File: config.mk
export PLATFORM = sky130hd
export DESIGN_NAME = load_unit
export DESIGN_NICKNAME = d
export VERILOG_FILES = /design/src/rtl/load_pkg.sv /design/src/rtl/load_extract.sv /design/src/rtl/load_unit.sv
export SDC_FILE = /design/constraint.sdc
export NUM_CORES = 1
export LEC_CHECK = 0
export ABC_CLOCK_PERIOD_IN_PS = 2300
export CORE_MARGIN = 2
export CORE_UTILIZATION = 35
export DETAILED_ROUTE_END_ITERATION = 12
export GPL_TIMING_DRIVEN = 0
export SYNTH_ARGS = -nofsm -noshare
export SYNTH_HDL_FRONTEND = slang
export SYNTH_SLANG_ARGS = --single-unit
File: constraint.sdc
create_clock -name clk -period 2.3 [get_ports clk]
set_input_delay 0.345 -clock clk [delete_from_list [all_inputs] [get_ports clk]]
set_output_delay 0.345 -clock clk [all_outputs]
set_load 0.02 [all_outputs]
File: src/rtl/load_pkg.sv
// Shared definitions for the load path: funct3 codes, FSM states, fault causes
// and the funct3 size/sign decode.
package load_pkg;

   localparam logic [2:0] F3_LB  = 3'b000;
   localparam logic [2:0] F3_LH  = 3'b001;
   localparam logic [2:0] F3_LW  = 3'b010;
   localparam logic [2:0] F3_LD  = 3'b011;
   localparam logic [2:0] F3_LBU = 3'b100;
   localparam logic [2:0] F3_LHU = 3'b101;
   localparam logic [2:0] F3_LWU = 3'b110;
   localparam logic [2:0] F3_BAD = 3'b111;

   typedef enum logic [2:0] {
      S_IDLE  = 3'd0,
      S_REQ0  = 3'd1,
      S_WAIT0 = 3'd2,
      S_REQ1  = 3'd3,
      S_WAIT1 = 3'd4,
      S_RESP  = 3'd5
   } state_t;

   typedef enum logic [1:0] {
      CAUSE_NONE     = 2'd0,
      CAUSE_MISALIGN = 2'd1,
      CAUSE_BUS      = 2'd2,
      CAUSE_ILLEGAL  = 2'd3
   } cause_t;

   typedef struct packed {
      logic [3:0] size;
      logic       sgn;
   } size_dec_t;

   // Access width in bytes is 2**funct3[1:0]; funct3[2] selects zero extension.
   function automatic size_dec_t decode_size(input logic [2:0] f3);
      size_dec_t d;
      d.size = 4'd1 << f3[1:0];
      d.sgn  = ~f3[2];
      return d;
   endfunction

   function automatic logic is_illegal(input logic [2:0] f3, input logic is64);
      return (f3 == F3_BAD) || (!is64 && (f3 == F3_LD || f3 == F3_LWU));
   endfunction

endpackage

File: src/rtl/load_extract.sv
// Combinational byte-lane extraction: shift {hi,lo} down by the byte offset,
// keep the accessed bytes and sign- or zero-extend them to XLEN.
module load_extract #(
   parameter int XLEN = 32
) (
   input  logic [XLEN-1:0]            lo,
   input  logic [XLEN-1:0]            hi,
   input  logic [$clog2(XLEN/8)-1:0]  off,
   input  logic [3:0]                 size,
   input  logic                       sgn,
   output logic [XLEN-1:0]            data
);

   logic [XLEN-1:0] window;
   logic [XLEN-1:0] mask;
   logic            sbit;

   always_comb begin
      window = XLEN'({hi, lo} >> {off, 3'b000});
      case (size)
         4'd1:    mask = XLEN'(64'h0000_0000_0000_00FF);
         4'd2:    mask = XLEN'(64'h0000_0000_0000_FFFF);
         4'd4:    mask = XLEN'(64'h0000_0000_FFFF_FFFF);
         default: mask = '1;
      endcase
      // Top set bit of the mask marks the sign bit of the accessed field.
      sbit = |(window & mask & ~(mask >> 1));
      data = (window & mask) | ((sgn && sbit) ? ~mask : '0);
   end

endmodule

File: src/rtl/load_unit.sv
// Multi-cycle load FSM: accepts one load, issues one or two aligned bus reads
// and returns the extended result or a fault cause.
module load_unit
   import load_pkg::*;
#(
   parameter int XLEN        = 32,
   parameter int ADDR_W      = 32,
   parameter int MISALIGN_EN = 1
) (
   input  logic              clk,
   input  logic              rst_n,
   input  logic              req_valid,
   output logic              req_ready,
   input  logic [ADDR_W-1:0] req_addr,
   input  logic [2:0]        req_funct3,
   output logic              mem_req,
   output logic [ADDR_W-1:0] mem_addr,
   input  logic              mem_gnt,
   input  logic              mem_rvalid,
   input  logic [XLEN-1:0]   mem_rdata,
   input  logic              mem_err,
   output logic              resp_valid,
   input  logic              resp_ready,
   output logic [XLEN-1:0]   resp_data,
   output logic              resp_err,
   output logic [1:0]        resp_cause,
   output logic [2:0]        state_dbg
);

   localparam int BYTES = XLEN / 8;
   localparam int OFF_W = $clog2(BYTES);

   state_t           state;
   logic [OFF_W-1:0] off_q;
   logic [3:0]       size_q;
   logic             sgn_q;
   logic             cross_q;
   logic [XLEN-1:0]  lo_q;

   size_dec_t        dec;
   logic [OFF_W-1:0] req_off;
   logic             req_cross;
   logic             req_bad;
   logic [ADDR_W-1:0] req_base;
   logic [XLEN-1:0]  ext_lo;
   logic [XLEN-1:0]  ext_hi;
   logic [XLEN-1:0]  ext_data;

   assign dec       = decode_size(req_funct3);
   assign req_off   = req_addr[OFF_W-1:0];
   assign req_cross = (5'(req_off) + 5'(dec.size)) > 5'(BYTES);
   assign req_bad   = is_illegal(req_funct3, XLEN == 64);
   assign req_base  = req_addr & ~ADDR_W'(BYTES - 1);
   assign state_dbg = state;

   // Result is built straight from the returning beat so it can be registered
   // on the same edge that sees mem_rvalid.
   assign ext_lo = (state == S_WAIT1) ? lo_q : mem_rdata;
   assign ext_hi = (state == S_WAIT1) ? mem_rdata : '0;

   load_extract #(.XLEN(XLEN)) u_extract (
      .lo   (ext_lo),
      .hi   (ext_hi),
      .off  (off_q),
      .size (size_q),
      .sgn  (sgn_q),
      .data (ext_data)
   );

   always_ff @(posedge clk or negedge rst_n) begin
      if (!rst_n) begin
         state      <= S_IDLE;
         req_ready  <= 1'b0;
         mem_req    <= 1'b0;
         mem_addr   <= '0;
         resp_valid <= 1'b0;
         resp_data  <= '0;
         resp_err   <= 1'b0;
         resp_cause <= CAUSE_NONE;
         off_q      <= '0;
         size_q     <= '0;
         sgn_q      <= 1'b0;
         cross_q    <= 1'b0;
         lo_q       <= '0;
      end else begin
         case (state)
            S_IDLE: begin
               req_ready <= 1'b1;
               if (req_valid && req_ready) begin
                  req_ready <= 1'b0;
                  off_q     <= req_off;
                  size_q    <= dec.size;
                  sgn_q     <= dec.sgn;
                  cross_q   <= req_cross;
                  if (req_bad) begin
                     state      <= S_RESP;
                     resp_valid <= 1'b1;
                     resp_data  <= '0;
                     resp_err   <= 1'b1;
                     resp_cause <= CAUSE_ILLEGAL;
                  end else if (req_cross && MISALIGN_EN == 0) begin
                     state      <= S_RESP;
                     resp_valid <= 1'b1;
                     resp_data  <= '0;
                     resp_err   <= 1'b1;
                     resp_cause <= CAUSE_MISALIGN;
                  end else begin
                     state    <= S_REQ0;
                     mem_req  <= 1'b1;
                     mem_addr <= req_base;
                  end
               end
            end
            S_REQ0: begin
               if (mem_gnt) begin
                  mem_req <= 1'b0;
                  state   <= S_WAIT0;
               end
            end
            S_WAIT0: begin
               if (mem_rvalid) begin
                  lo_q <= mem_rdata;
                  if (mem_err) begin
                     state      <= S_RESP;
                     resp_valid <= 1'b1;
                     resp_data  <= '0;
                     resp_err   <= 1'b1;
                     resp_cause <= CAUSE_BUS;
                  end else if (cross_q) begin
                     state    <= S_REQ1;
                     mem_req  <= 1'b1;
                     mem_addr <= mem_addr + ADDR_W'(BYTES);
                  end else begin
                     state      <= S_RESP;
                     resp_valid <= 1'b1;
                     resp_data  <= ext_data;
                     resp_err   <= 1'b0;
                     resp_cause <= CAUSE_NONE;
                  end
               end
            end
            S_REQ1: begin
               if (mem_gnt) begin
                  mem_req <= 1'b0;
                  state   <= S_WAIT1;
               end
            end
            S_WAIT1: begin
               if (mem_rvalid) begin
                  state      <= S_RESP;
                  resp_valid <= 1'b1;
                  resp_data  <= mem_err ? '0 : ext_data;
                  resp_err   <= mem_err;
                  resp_cause <= mem_err ? CAUSE_BUS : CAUSE_NONE;
               end
            end
            S_RESP: begin
               if (resp_ready) begin
                  resp_valid <= 1'b0;
                  req_ready  <= 1'b1;
                  state      <= S_IDLE;
               end
            end
            default: state <= S_IDLE;
         endcase
      end
   end

endmodule

==> results.sh, run 1 <==
export IMPL_grt_max_degree=68
export IMPL_startpoint_type="flop"
export IMPL_relSlewSlack_pct=50.6
export IMPL_routed_wl_um=22400
export IMPL_finalHoldViolCount=0
export IMPL_fmax_mhz=446
export IMPL_clkTransAtPathRegs_ns=0.08
export IMPL_synthTopCellsByArea="dfrtp_1 (41%), mux2i_1 (8.3%), mux4_2 (5.0%)"
export IMPL_drtPass1Iterations=5
export IMPL_path_class="reg2reg"
export IMPL_ys_seq_area_share_pct=40.8
export IMPL_fill_cells=1785
export IMPL_required_ns=2.60
export IMPL_max_stage_delay_ns=0.50
export IMPL_yosysTopAreaCellShare_pct=40.8
export IMPL_p_per_area_nw_per_um2=1250
export IMPL_post_synth_cell_area_avg_sq_um=9.59
export IMPL_ioPinCount=147
export IMPL_min_period_ns=2.24
export IMPL_htreeDepth=3
export IMPL_cp_slowest_cell="mux4_2"
export IMPL_timing_final_crit_share_pct=97.4
export IMPL_utilization_pct=48.9
export IMPL_cts_path_max_buffers=2
export IMPL_outcome="finished clean"
export IMPL_synth_common_cells="dfrtp_1 (110), nand2_1 (84), mux2i_1 (56), a21oi_1 (50), o21ai_0 (46)"
export IMPL_crit_fanout=8
export IMPL_cpMostUsedCell="buf_4"
export IMPL_rsz0062_at_grt="yes"
export IMPL_finalSetupViolations=0
export IMPL_yosys_cell_count_top_type="dfrtp_1"
export IMPL_postRouteAntennaNets=0
export IMPL_wl_per_cell_um=19.7
export IMPL_final_area_sq_um=9210
export IMPL_clock_sinks=110
export IMPL_synth_edff_count=0
export IMPL_synth_distinct_cells=64
export IMPL_slew_viol_final=0
export IMPL_num_rows=50
export IMPL_vias=6479
export IMPL_gr_total_overflow=0
export IMPL_final_cells=1137
export IMPL_fin_nets=950
export IMPL_cts_tree="built"
export IMPL_drv_cap=0
export IMPL_antenna_found_initial=0
export IMPL_worst_slew_pin_slew_ns=0.741
export IMPL_initial_utilization_pct=35.8
export IMPL_grt_pass1_vias=6212
export IMPL_area_growth_pct=36.5
export IMPL_grt_pass1_wl_um=35200
export IMPL_synthFlopType="dfrtp_1"
export IMPL_drive_gt1_share_pct=15.3
export IMPL_dp_cells=1108
export IMPL_crit_path_end_kind="flop"
export IMPL_worstPathArrival_ns=2.54
export IMPL_syn_cell_area_sq_um=6750
export IMPL_async_flop_share_pct=100
export IMPL_routabilityCongestion=0.890
export IMPL_syn_inst=703
export IMPL_drc_errors=0
export IMPL_synth_area_leader_cell="dfrtp_1"
export IMPL_yosysWarnings=0
export IMPL_numCtsBuffers=9
export IMPL_vias_per_cell=5.70
export IMPL_fin_skew_ns=0.0103
export IMPL_n_antenna_cell=0
export IMPL_track_usage_pct=22.2
export IMPL_clockRootBuffer="clkbuf_16"
export IMPL_port_buffers=143
export IMPL_dieWidth_um=143
export IMPL_peakVddDrop_v=0.000659
export IMPL_hp_class="in2async"
export IMPL_hpwlAfterDp_um=16200
export IMPL_synth_seq_cells=110
export IMPL_first_iter_violations=568
export IMPL_p_leak_nw=3.77
export IMPL_cp_cell_sequence="buf_4 -> nor3b_4 -> buf_4 -> buf_8 -> buf_4 -> mux2i_1 -> mux4_2 -> nand3b_1 -> nand3_1"
export IMPL_fp_dieArea_sq_um=20400
export IMPL_core_sq_um=18800
export IMPL_postPlaceCellArea_sq_um=8530
export IMPL_clock_latency_ns=0.36
export IMPL_die_h_um=143
## path summary, 6_finish.rpt
| path | cells after the start | slack, ns | from | endpoint |
|---|---|---|---|---|
| setup / recovery | 9 | 0.06 | state_dbg[1] | resp_data[14] |
| hold / removal | 2 | 0.46 | rst_n | mem_addr[24] |
| setup reg to reg | 9 | 0.06 | state_dbg[1] | resp_data[14] |
| hold reg to reg | 1 | 0.49 | lo_q[4] | lo_q[4] |
| max in group asynchronous | 3 | 1.14 | rst_n | resp_cause[1] |
| min in group clk | 1 | 0.49 | lo_q[4] | lo_q[4] |
## critical path: cells and delay by family (launching register included)
kind	cells	cell delay, ns
multiplexers	2	0.61
buffers and inverters	4	0.60
AND/OR/NAND/NOR	3	0.50
flip-flops	1	0.46
## metrics by stage
step                setup WS, ns  power, mW  TNS, ns  hold slack, ns
finish                    0.0599       11.5        0           0.456
CTS                     0.000905       11.3        0           0.479
global route             -0.0760       12.3   -0.191           0.504
detailed placement        -0.666       9.52   -22.50           0.300
floorplan                 0.0433       7.14        0          0.0494
global placement           -3.66       9.46  -421.04           0.463
## layer usage
layer / share of wire (%) / GRT usage, % / wire length (um) / vias up
met1: 44 / 31.6 / 9960 / 3173
met2: 46 / 34.8 / 10400 / 322
met4: 1.7 / 5.89 / 376 / 0
met5: 0 / 0 / 0 / -
met3: 7.8 / 4.33 / 1740 / 34
li1: - / - / - / 2950
## state kept, by name, indices dropped and copies added, names as in the netlist
register	flops
cross_q	1
lo_q	32
mem_addr	30
mem_req	1
off_q	2
req_ready	1
resp_cause	2
resp_data	32
resp_valid	1
sgn_q	1
size_q	4
state_dbg	3
## kinds of logic (layout without fill, tap and decap cells)
| group | after synthesis | after routing | share of synthesized area (%) |
|---|---|---|---|
| xor gates and xnor gates | 1 | 1 | 0.130 |
| and+or+nand+nor | 209 | 209 | 15.0 |
| buffers and inverters | 79 | 252 | 5.32 |
| DFF | 110 | 110 | 40.8 |
| AOI/OAI and AO/OA | 195 | 195 | 19.0 |
| muxes | 104 | 104 | 18.8 |
| other | 1 | 2 | 0.0556 |
| adders and majority gates | 4 | 4 | 0.853 |
## power by group
part / internal [mW] / total [mW] / switching, mW
Sequential: 2.78 / 3.54 / 0.759
Clock: 0.764 / 1.56 / 0.798
Combinational: 2.88 / 6.43 / 3.55
## cell usage in the layout (no fill, tap or decap), types with 4 or more instances in the layout
master	netlist	final
clkdlybuf4s50_1	0	142
dfrtp_1	110	108
nand2_1	84	84
mux2i_1	56	56
a21oi_1	50	48
o21ai_0	46	45
nand3_1	33	32
nor2_1	27	25
buf_4	5	22
clkbuf_1	35	20
mux2_2	18	18
inv_1	15	15
mux4_2	15	15
mux2_1	15	15
a31oi_1	14	14
and3_1	11	11
o22ai_1	11	11
buf_6	3	10
clkbuf_2	0	10
nor3_1	12	9
o21ai_1	8	9
a2bb2oi_1	9	9
clkbuf_16	0	9
buf_2	17	8
o311ai_1	9	8
nand4_1	8	8
nand2b_1	7	7
nand3b_1	6	6
o211ai_1	6	6
and2_1	6	6
o22a_1	6	6
clkbuf_4	0	5
o31ai_1	4	4
## cell type report
type                       instances  area, sq um  share of cell area, %
multi-input combinational        515         3820                   41.5
sequential                       110         2760                   29.9
timing repair buffer             161         1590                   17.3
buffer                            60          364                   3.96
tap                              260          325                   3.53
clock buffer                       9          225                   2.45
clock inverter                     7         63.8                  0.693
inverter                          15         56.3                  0.612
## timing repair
action	4_1_cts	5_1_grt
pin swaps	5	10
hold buffers	1	0
buffers inserted	3	12
hold endpoints to repair	43	0
cloned	1	0
gates resized for setup	41	40
endpoints found under the setup margin	87	55
No activity file was read; power rests on OpenSTA's default activity.
==> inputs of run 2 (changes only) <==
--- a/config.mk
+++ b/config.mk
@@ -5,11 +5,12 @@
 export SDC_FILE = /design/constraint.sdc
 export NUM_CORES = 1
 export LEC_CHECK = 0
-export ABC_CLOCK_PERIOD_IN_PS = 2300
+export ABC_CLOCK_PERIOD_IN_PS = 2400
 export CORE_MARGIN = 2
 export CORE_UTILIZATION = 35
 export DETAILED_ROUTE_END_ITERATION = 12
 export GPL_TIMING_DRIVEN = 0
+export SETUP_SLACK_MARGIN = 0.05
 export SYNTH_ARGS = -nofsm -noshare
 export SYNTH_HDL_FRONTEND = slang
 export SYNTH_SLANG_ARGS = --single-unit
==> constraint.sdc (replaced) <==
create_clock -name clk -period 2.4 [get_ports clk]
set_input_delay 0.36 -clock clk [delete_from_list [all_inputs] [get_ports clk]]
set_output_delay 0.36 -clock clk [all_outputs]
set_load 0.02 [all_outputs]
==> run 2 against run 1 <==
  * Die area is the same
  * Clock-buffer cell count is the same
  * Worst hold slack better by 0.019 ns
  * Highest routed layer unchanged
  * Maximum frequency is 2.0% lower
  * Final cell count grew 0.44%
  * First-iteration DRC count is 23% lower
  * Flip-flop and latch count is the same
  * Register-to-register slack better by 0.05 ns
  * Sequential power decreased by 5%
==> results.sh, run 2 (synthesized netlist as in run 1, its figures left out) <==
export IMPL_outcome="finished clean"
export IMPL_clkTransAtPathRegs_ns=0.08
export IMPL_clock_sinks=110
export IMPL_cts_tree="built"
export IMPL_hp_class="in2async"
export IMPL_clockRootBuffer="clkbuf_16"
export IMPL_startpoint_type="flop"
export IMPL_r2r_slack_ns=0.11
export IMPL_min_period_ns=2.29
export IMPL_drv_cap=0
export IMPL_slew_viol_final=0
export IMPL_critPathLaunch="state_dbg[1]"
export IMPL_postPlaceCellArea_sq_um=8530
export IMPL_routabilityCongestion=0.890
export IMPL_cts_path_max_buffers=2
export IMPL_p_leak_nw=3.80
export IMPL_finalSetupViolations=0
export IMPL_drive_gt1_share_pct=15.4
export IMPL_numCtsBuffers=9
export IMPL_reg_top3="lo_q x32, resp_data x32, mem_addr x30"
export IMPL_cpMostUsedCell="buf_6"
export IMPL_final_cell_mix="clkdlybuf4s50_1 (141), dfrtp_1 (109), nand2_1 (84)"
export IMPL_die_h_um=143
export IMPL_peakVddDrop_v=0.000633
export IMPL_max_stage_delay_ns=0.40
export IMPL_cp_cell_sequence="buf_6 -> buf_8 -> or3b_1 -> buf_6 -> a211oi_4 -> o2bb2ai_4 -> buf_12 -> o2111ai_4 -> nand3_1"
export IMPL_antenna_found_initial=0
export IMPL_final_area_sq_um=9230
export IMPL_rr_worst_depth=9
export IMPL_port_buffers=143
export IMPL_grt_max_degree=68
export IMPL_cp_slowest_cell="dfrtp_1"
export IMPL_finalHoldViolCount=0
export IMPL_crit_fanout=8
export IMPL_gr_total_overflow=0
export IMPL_fin_nets=955
export IMPL_finalPower_mw=11.1
export IMPL_fmax_mhz=438
export IMPL_final_common_cell="clkdlybuf4s50_1"
export IMPL_first_iter_violations=435
export IMPL_required_ns=2.62
export IMPL_rsz0062_at_grt="yes"
export IMPL_worstPathArrival_ns=2.51
export IMPL_vias_per_cell=5.69
export IMPL_initial_utilization_pct=35.8
export IMPL_area_growth_pct=36.9
export IMPL_dieWidth_um=143
export IMPL_vias=6503
export IMPL_r2r_end="resp_data[12]"
export IMPL_fp_dieArea_sq_um=20400
export IMPL_drc_errors=0
export IMPL_p_per_area_nw_per_um2=1200
export IMPL_core_sq_um=18800
export IMPL_crit_path_end_kind="flop"
export IMPL_num_rows=50
export IMPL_clock_latency_ns=0.36
export IMPL_relSlewSlack_pct=50.3
export IMPL_htreeDepth=3
export IMPL_fin_skew_ns=0.00897
export IMPL_routed_wl_um=22400
export IMPL_wl_per_cell_um=19.6
export IMPL_hpwlAfterDp_um=16200
export IMPL_postRouteAntennaNets=0
export IMPL_track_usage_pct=22.1
export IMPL_critical_path_endpoint="resp_data[12]"
export IMPL_path_class="reg2reg"
export IMPL_ioPinCount=147
export IMPL_timing_final_crit_share_pct=95.2
export IMPL_drtPass1Iterations=5
export IMPL_n_antenna_cell=0
export IMPL_worst_slew_pin_slew_ns=0.745
export IMPL_grt_pass1_vias=6157
export IMPL_hold_ws_ns=0.475
export IMPL_reg2reg_from="state_dbg[1]"
export IMPL_grt_pass1_wl_um=35000
[run 2: worst min path at each step]
stage / start / end / slack [ns]
after detailed placement: rst_n / mem_addr[24] / 0.32
after global placement: lo_q[3] / lo_q[3] / 0.46
after CTS: rst_n / mem_addr[24] / 0.49
final: rst_n / mem_addr[24] / 0.47
after floorplan: rst_n / cross_q / 0.06
after global routing: rst_n / mem_addr[24] / 0.52
[run 2: stage by stage]
stage	util, %	instances	setup slack, ns	TNS (ns)
after floorplan	-	704	0.143	0
after global placement	45.2	1107	-3.57	-404.43
after detailed placement	45.3	1108	-0.581	-14.82
after CTS	47.3	1127	-0.0345	-0.153
after global routing	49.0	1142	0.0122	0
final	49.0	1142	0.115	0
[run 2: what timing repair did]
| action | CTS | global route |
|---|---|---|
| cloned | 0 | 1 |
| hold buffers | 1 | 0 |
| buffers inserted | 2 | 15 |
| pin swaps | 1 | 15 |
| hold endpoints to repair | 43 | 0 |
| setup endpoints to repair | 81 | 63 |
| gates resized for setup | 18 | 71 |
[run 2: critical path, delay by kind of cell, from the launching register on]
kind	cells	cell delay (ns)
buf+inv	4	0.57
compound gates	3	0.67
simple gates	2	0.51
flops	1	0.40
[run 2: layout make-up]
cell class	count	area, sq um
buffer	63	394
inverter	15	56.3
clock inverter	7	63.8
fill	1794	9600
multi-input combinational	515	3790
timing repair buffer	163	1630
sequential	110	2750
clock buffer	9	225
tap	260	325
[run 2: metal layers]
| metal | routed length (um) | track usage (%) |
|---|---|---|
| met4 | 435 | 5.63 |
| met5 | 0 | 0 |
| met3 | 1510 | 4.39 |
| met2 | 10200 | 34.5 |
| met1 | 10200 | 31.5 |
[run 2: where the power goes]
part	total (mW)	switching, mW	internal (mW)
Sequential	3.38	0.720	2.66
Clock	1.50	0.772	0.732
Combinational	6.16	3.39	2.78
==> patch 1, RTL diff (flow settings as in run 1) <==
`XLEN` is set to 32 in 2 places; all go to 16.
--- a/src/rtl/load_extract.sv
+++ b/src/rtl/load_extract.sv
@@ -1,7 +1,7 @@
 // Combinational byte-lane extraction: shift {hi,lo} down by the byte offset,
 // keep the accessed bytes and sign- or zero-extend them to XLEN.
 module load_extract #(
-   parameter int XLEN = 32
+   parameter int XLEN = 16
 ) (
    input  logic [XLEN-1:0]            lo,
    input  logic [XLEN-1:0]            hi,
--- a/src/rtl/load_unit.sv
+++ b/src/rtl/load_unit.sv
@@ -3,7 +3,7 @@
 module load_unit
    import load_pkg::*;
 #(
-   parameter int XLEN        = 32,
+   parameter int XLEN        = 16,
    parameter int ADDR_W      = 32,
    parameter int MISALIGN_EN = 1
 ) (
Interface: changed (resized mem_rdata and resp_data); port bits go from 147 to 115. The function was not compared with the original's and may differ.
==> patch 1 against run 1 <==
Setup slack worse by 0.029 ns. Sequential cell count is 32 lower. Critical path depth is 3 lower. Largest cell class unchanged. Total power is 30% lower. Die area is 33% lower. Final area is 33% lower. Count of clock-buffer cells in the layout is 2 higher. Routed wire length is 40% lower. Fmax is 1.3% lower. Synthesized area is 34% lower.
==> patch 1: results (changes against run 1) <==
worst skew pair latency 0.34 ns (-0.02 ns); Non-clk bufs 151 (-32%); Total GRT Usage 0.203 (-0.0189); post-synthesis sequential area ratio 0.439 (+0.0309); buffering overhead 0.220 (+0.00733); initial DRC count 225 (-60%); CLK BUF 11 (+2); fraction of layout cells with a size suffix above 1 0.149 (-0.00382); clock-pin transition on the worst setup and hold timing paths 0.06 ns (-0.02 ns); delay-heaviest family, CP simple AND/OR/NAND/NOR gates; M1 GR Usage 0.269 (-0.0468); cells taking the most area after synthesis dfrtp_1 44%, mux2_2 4.8%, a21oi_1 4.1%, o21ai_0 3.8%, nand3_1 3.3%; Psw 3.22 mW (-37%); Min Hold Slack 0.431 ns (-0.0253 ns); fraction of area in multi-input gates 0.371 (-0.0443); met2 usage 0.324 (-0.0238); worst setup path endpoint mem_addr[25]$_DFFE_PN0P_; post-place setup slack -0.0808 ns (+0.586 ns); worst r2r path cells 6 (-3); WL met3 870 µm (-50%); Core Util, Final 0.491 (+0.00177); Synthesis Warnings 0 (unchanged); first-pass GRT wire length 21400 µm (-39%); Synth Area in XOR/XNOR 0.00197 (+0.000671); fmax 0.441 GHz (-1.3%); Synth-to-Final Area Change 38.1%; Max VDD drop 489 µV (-26%); placed cell area 5810 µm² (-32%); Largest regs mem_addr (31), lo_q (16), resp_data (16); post-route clock skew 0.00835 ns (-0.00193 ns); Multi-In Gates 334 (-35%); Routed WL 13500 µm (-40%); outcome finished clean; max incr delay on CP 0.73 ns (+0.23 ns); crit path max-delay cell type nor3_1; CTS Sinks 78 (-29%); CP startpoint mem_addr[1]$_DFFE_PN0P_; Worst EP arrival 2.53 ns (about the same); most frequent cells after synthesis 78 x dfrtp_1, 36 x a21oi_1, 35 x nand2_1; Cells after DPL 740 (-33%); FF/Latch Area 1950 µm² (-29%); met2 wire len 6220 µm (-40%); Least-Margin Pin Slew 0.836 ns (+0.0950 ns); count of non-CTS inverters in the layout 6 (-9); met1 wire length 6050 µm (-39%); multiplexer share of the synthesized area 0.0757 (-0.113); Final #Nets 641 (-33%); vias per inst 5.57 (-2.3%); setup slack, reg-to-reg 0.03 ns (-0.03 ns); Layout clock area frac 0.0526 (+0.0212)
==> patch 1: cell types whose count changed in the layout (fill, tap and decap cells not counted), moves of 11 or more <==
cell | before | now
nand2_1 | 84 | 35
mux2i_1 | 56 | 10
clkdlybuf4s50_1 | 142 | 111
dfrtp_1 | 108 | 78
buf_4 | 22 | 4
mux2_1 | 15 | 0
mux4_2 | 15 | 1
a31oi_1 | 14 | 1
a21oi_1 | 48 | 36
o21ai_0 | 45 | 34
==> patch 1: power by group through the flow <==
stage / clock [mW] / sequential [mW] / combinational, mW
final: 1.57 / 2.62 / 3.85
after global routing: 1.65 / 2.73 / 4.17
after CTS: 1.58 / 2.62 / 3.87
after detailed placement: 0 / 2.63 / 3.85
after global placement: 0 / 2.61 / 3.78
after floorplan: 0 / 3.01 / 1.86
==> patch 1: repair_timing <==
action / 4_1_cts / 5_1_grt
hold buffers: 1 / 0
setup buffers: 0 / 0
endpoints found under the hold margin: 16 / 0
endpoints found under the setup margin: 0 / 4
==> patch 2, RTL diff (flow settings as in run 1) <==
Without the edit above. Register the output `state_dbg` once more, cleared by the reset; this adds one clock of latency there. The other outputs are not delayed to match.
--- a/src/rtl/load_unit.sv
+++ b/src/rtl/load_unit.sv
@@ -51,7 +51,13 @@
    assign req_cross = (5'(req_off) + 5'(dec.size)) > 5'(BYTES);
    assign req_bad   = is_illegal(req_funct3, XLEN == 64);
    assign req_base  = req_addr & ~ADDR_W'(BYTES - 1);
-   assign state_dbg = state;
+   always_ff @(posedge clk or negedge rst_n) begin
+      if (!rst_n) begin
+         state_dbg <= '0;
+      end else begin
+         state_dbg <= state;
+      end
+   end
 
    // Result is built straight from the returning beat so it can be registered
    // on the same edge that sees mem_rvalid.
Behaviour: not the same (a bounded check fails within 4 cycles, from zero or initial values and one cycle with rst_n low).
==> patch 2 against run 1 <==
Combinational power up 4.0%. Count of clock-buffer cells in the layout rose by 11. Routed wire length about the same. Clock skew is 0.0031 ns higher. Sequential cell count up 3. Fmax fell by 2.5%. Synthesized area grew 0.24%. Total power up 13%. Final area grew 1.9%. Non-clock buffer count shrank 13. Sequential power grew 5%. Setup slack got worse by 0.057 ns. Critical path depth fell by 1. Critical path type unchanged. Critical endpoint is now resp_data[23]$_DFFE_PN0P_. Largest cell class unchanged.
==> patch 2: results (changes against run 1) <==
first-pass GRT wire length 34200 µm (-2.7%); fraction of layout cells with a size suffix above 1 0.181 (+0.0279); Cells after DPL 1077 (-2.8%); cells taking the most area after synthesis dfrtp_1 42%, mux2i_1 7.1%, mux2_2 5.5%, mux4_2 5.0%, nand2_1 4.3%; met2 usage 0.347 (-0.00141); H-Tree Depth 4 (+1); Post-Syn Instances 671 (-4.6%); initial DRC count 458 (-19%); area share of fa/ha/maj cells after synthesis 0.00851 (-0.0000205); clock-pin transition on the worst setup and hold timing paths 0.06 ns (-0.02 ns); Worst EP arrival 2.66 ns (+0.12 ns); largest net degree at the start of global routing 97 (+43%); Slew headroom 0.540 (+0.0339); Static Leak 3.79 nW (+0.63%); Final #Nets 924 (-2.7%); via count 6238 (-3.7%); post-place setup slack -0.669 ns (-0.00216 ns); Flop pwr share 0.283 (-0.024); Synthesis Warnings 0 (unchanged); Cell variety after synth 70 (+9.4%); Largest regs lo_q (32), resp_data (32), mem_addr (30); Compound-Gate Fraction of Synth Area 0.196 (+0.00546); Max VDD drop 781 µV (+18%); fillcell total 1721 (-3.6%); placed cell area 8560 µm² (+0.31%); DRC Markers 0 (unchanged); clock share of power 0.206 (+0.071); multiplexer share of the synthesized area 0.186 (-0.00230); most frequent cells after synthesis 113 x dfrtp_1, 78 x nand2_1, 48 x mux2i_1; Cell Area, Synth 6760 µm² (+0.24%); CP startpoint state[0]$_DFFE_PN0P_; max incr delay on CP 0.57 ns (+0.07 ns); setup slack, reg-to-reg 0.003 ns (-0.06 ns); pwr dens 1390 nW/µm² (+11%); switching part of the total power 0.414 (-0.0288); Port Buffers 144 (+0.70%); met3 GRT Util 0.0473 (+0.00402); outcome finished clean; vias in the first global route 6070 (-2.3%); RePlAce Congestion 0.845 (-5.0%); Min Hold Slack 0.331 ns (-0.125 ns); DR pass1 iterations 6 (+1); worst skew pair latency 0.43 ns (+0.07 ns); Total GRT Usage 0.219 (-0.00283); CTS buffer count 17 (+8); M1 GR Usage 0.298 (-0.0184); crit-path max FO 8 (unchanged); post-route clock skew 0.0134 ns (+0.00314 ns); WL/cell 20.1 µm (+1.7%); post-synthesis sequential area ratio 0.418 (+0.0101); Final min period 2.30 ns (+0.0574 ns); Routed WL 22400 µm (about the same); post-detail-place hpwl 15900 µm (-1.6%); Synth Area in XOR/XNOR 0.00259 (+0.00129); Reg-to-Reg Start state[0]$_DFFE_PN0P_
## patch 2: cell type report
class | count | area, µm² | area share
Multi-Input combinational cell | 495 | 3710 | 0.395
Sequential cell | 113 | 2830 | 0.302
Timing Repair Buffer | 156 | 1560 | 0.167
Clock buffer | 20 | 447 | 0.0476
Buffer | 52 | 328 | 0.0350
Tap cell | 260 | 325 | 0.0347
Clock inverter | 11 | 139 | 0.0148
Inverter | 11 | 41.3 | 0.00440
## patch 2: cell families (layout without fill, tap and decap cells)
family | count (synthesis) | after routing
flops | 113 | 113
fa+ha+maj | 4 | 4
buf+inv | 64 | 250
mux | 102 | 102
other cells | 1 | 2
xor+xnor | 2 | 2
compound gates | 196 | 196
simple gates | 189 | 189
## patch 2: what timing repair did
| item | 4_1_cts | 5_1_grt |
|---|---|---|
| pin swaps | 1 | 7 |
| resized for setup | 13 | 52 |
| gates cloned | 0 | 1 |
| buffers inserted | 4 | 6 |
| hold endpoints to repair | 17 | 0 |
| hold buffers | 1 | 0 |
| endpoints found under the setup margin | 78 | 45 |
## patch 2: metal layers
layer | vias to the layer above | share of wire
met5 | - | 0
li1 | 2887 | -
met2 | 251 | 0.47
met1 | 3059 | 0.44
met4 | 0 | 0.022
met3 | 41 | 0.066
## patch 2: worst paths after layout
path                                        endpoint  cells past startpoint
setup / recovery           resp_data[23]$_DFFE_PN0P_                      8
hold reg to reg               state_dbg[2]$_DFF_PN0_                      0
hold / removal              mem_addr[31]$_DFFE_PN0P_                      2
min in group clk              state_dbg[2]$_DFF_PN0_                      0
max in group asynchronous       lo_q[31]$_DFFE_PN0P_                      3
setup reg to reg           resp_data[23]$_DFFE_PN0P_                      8
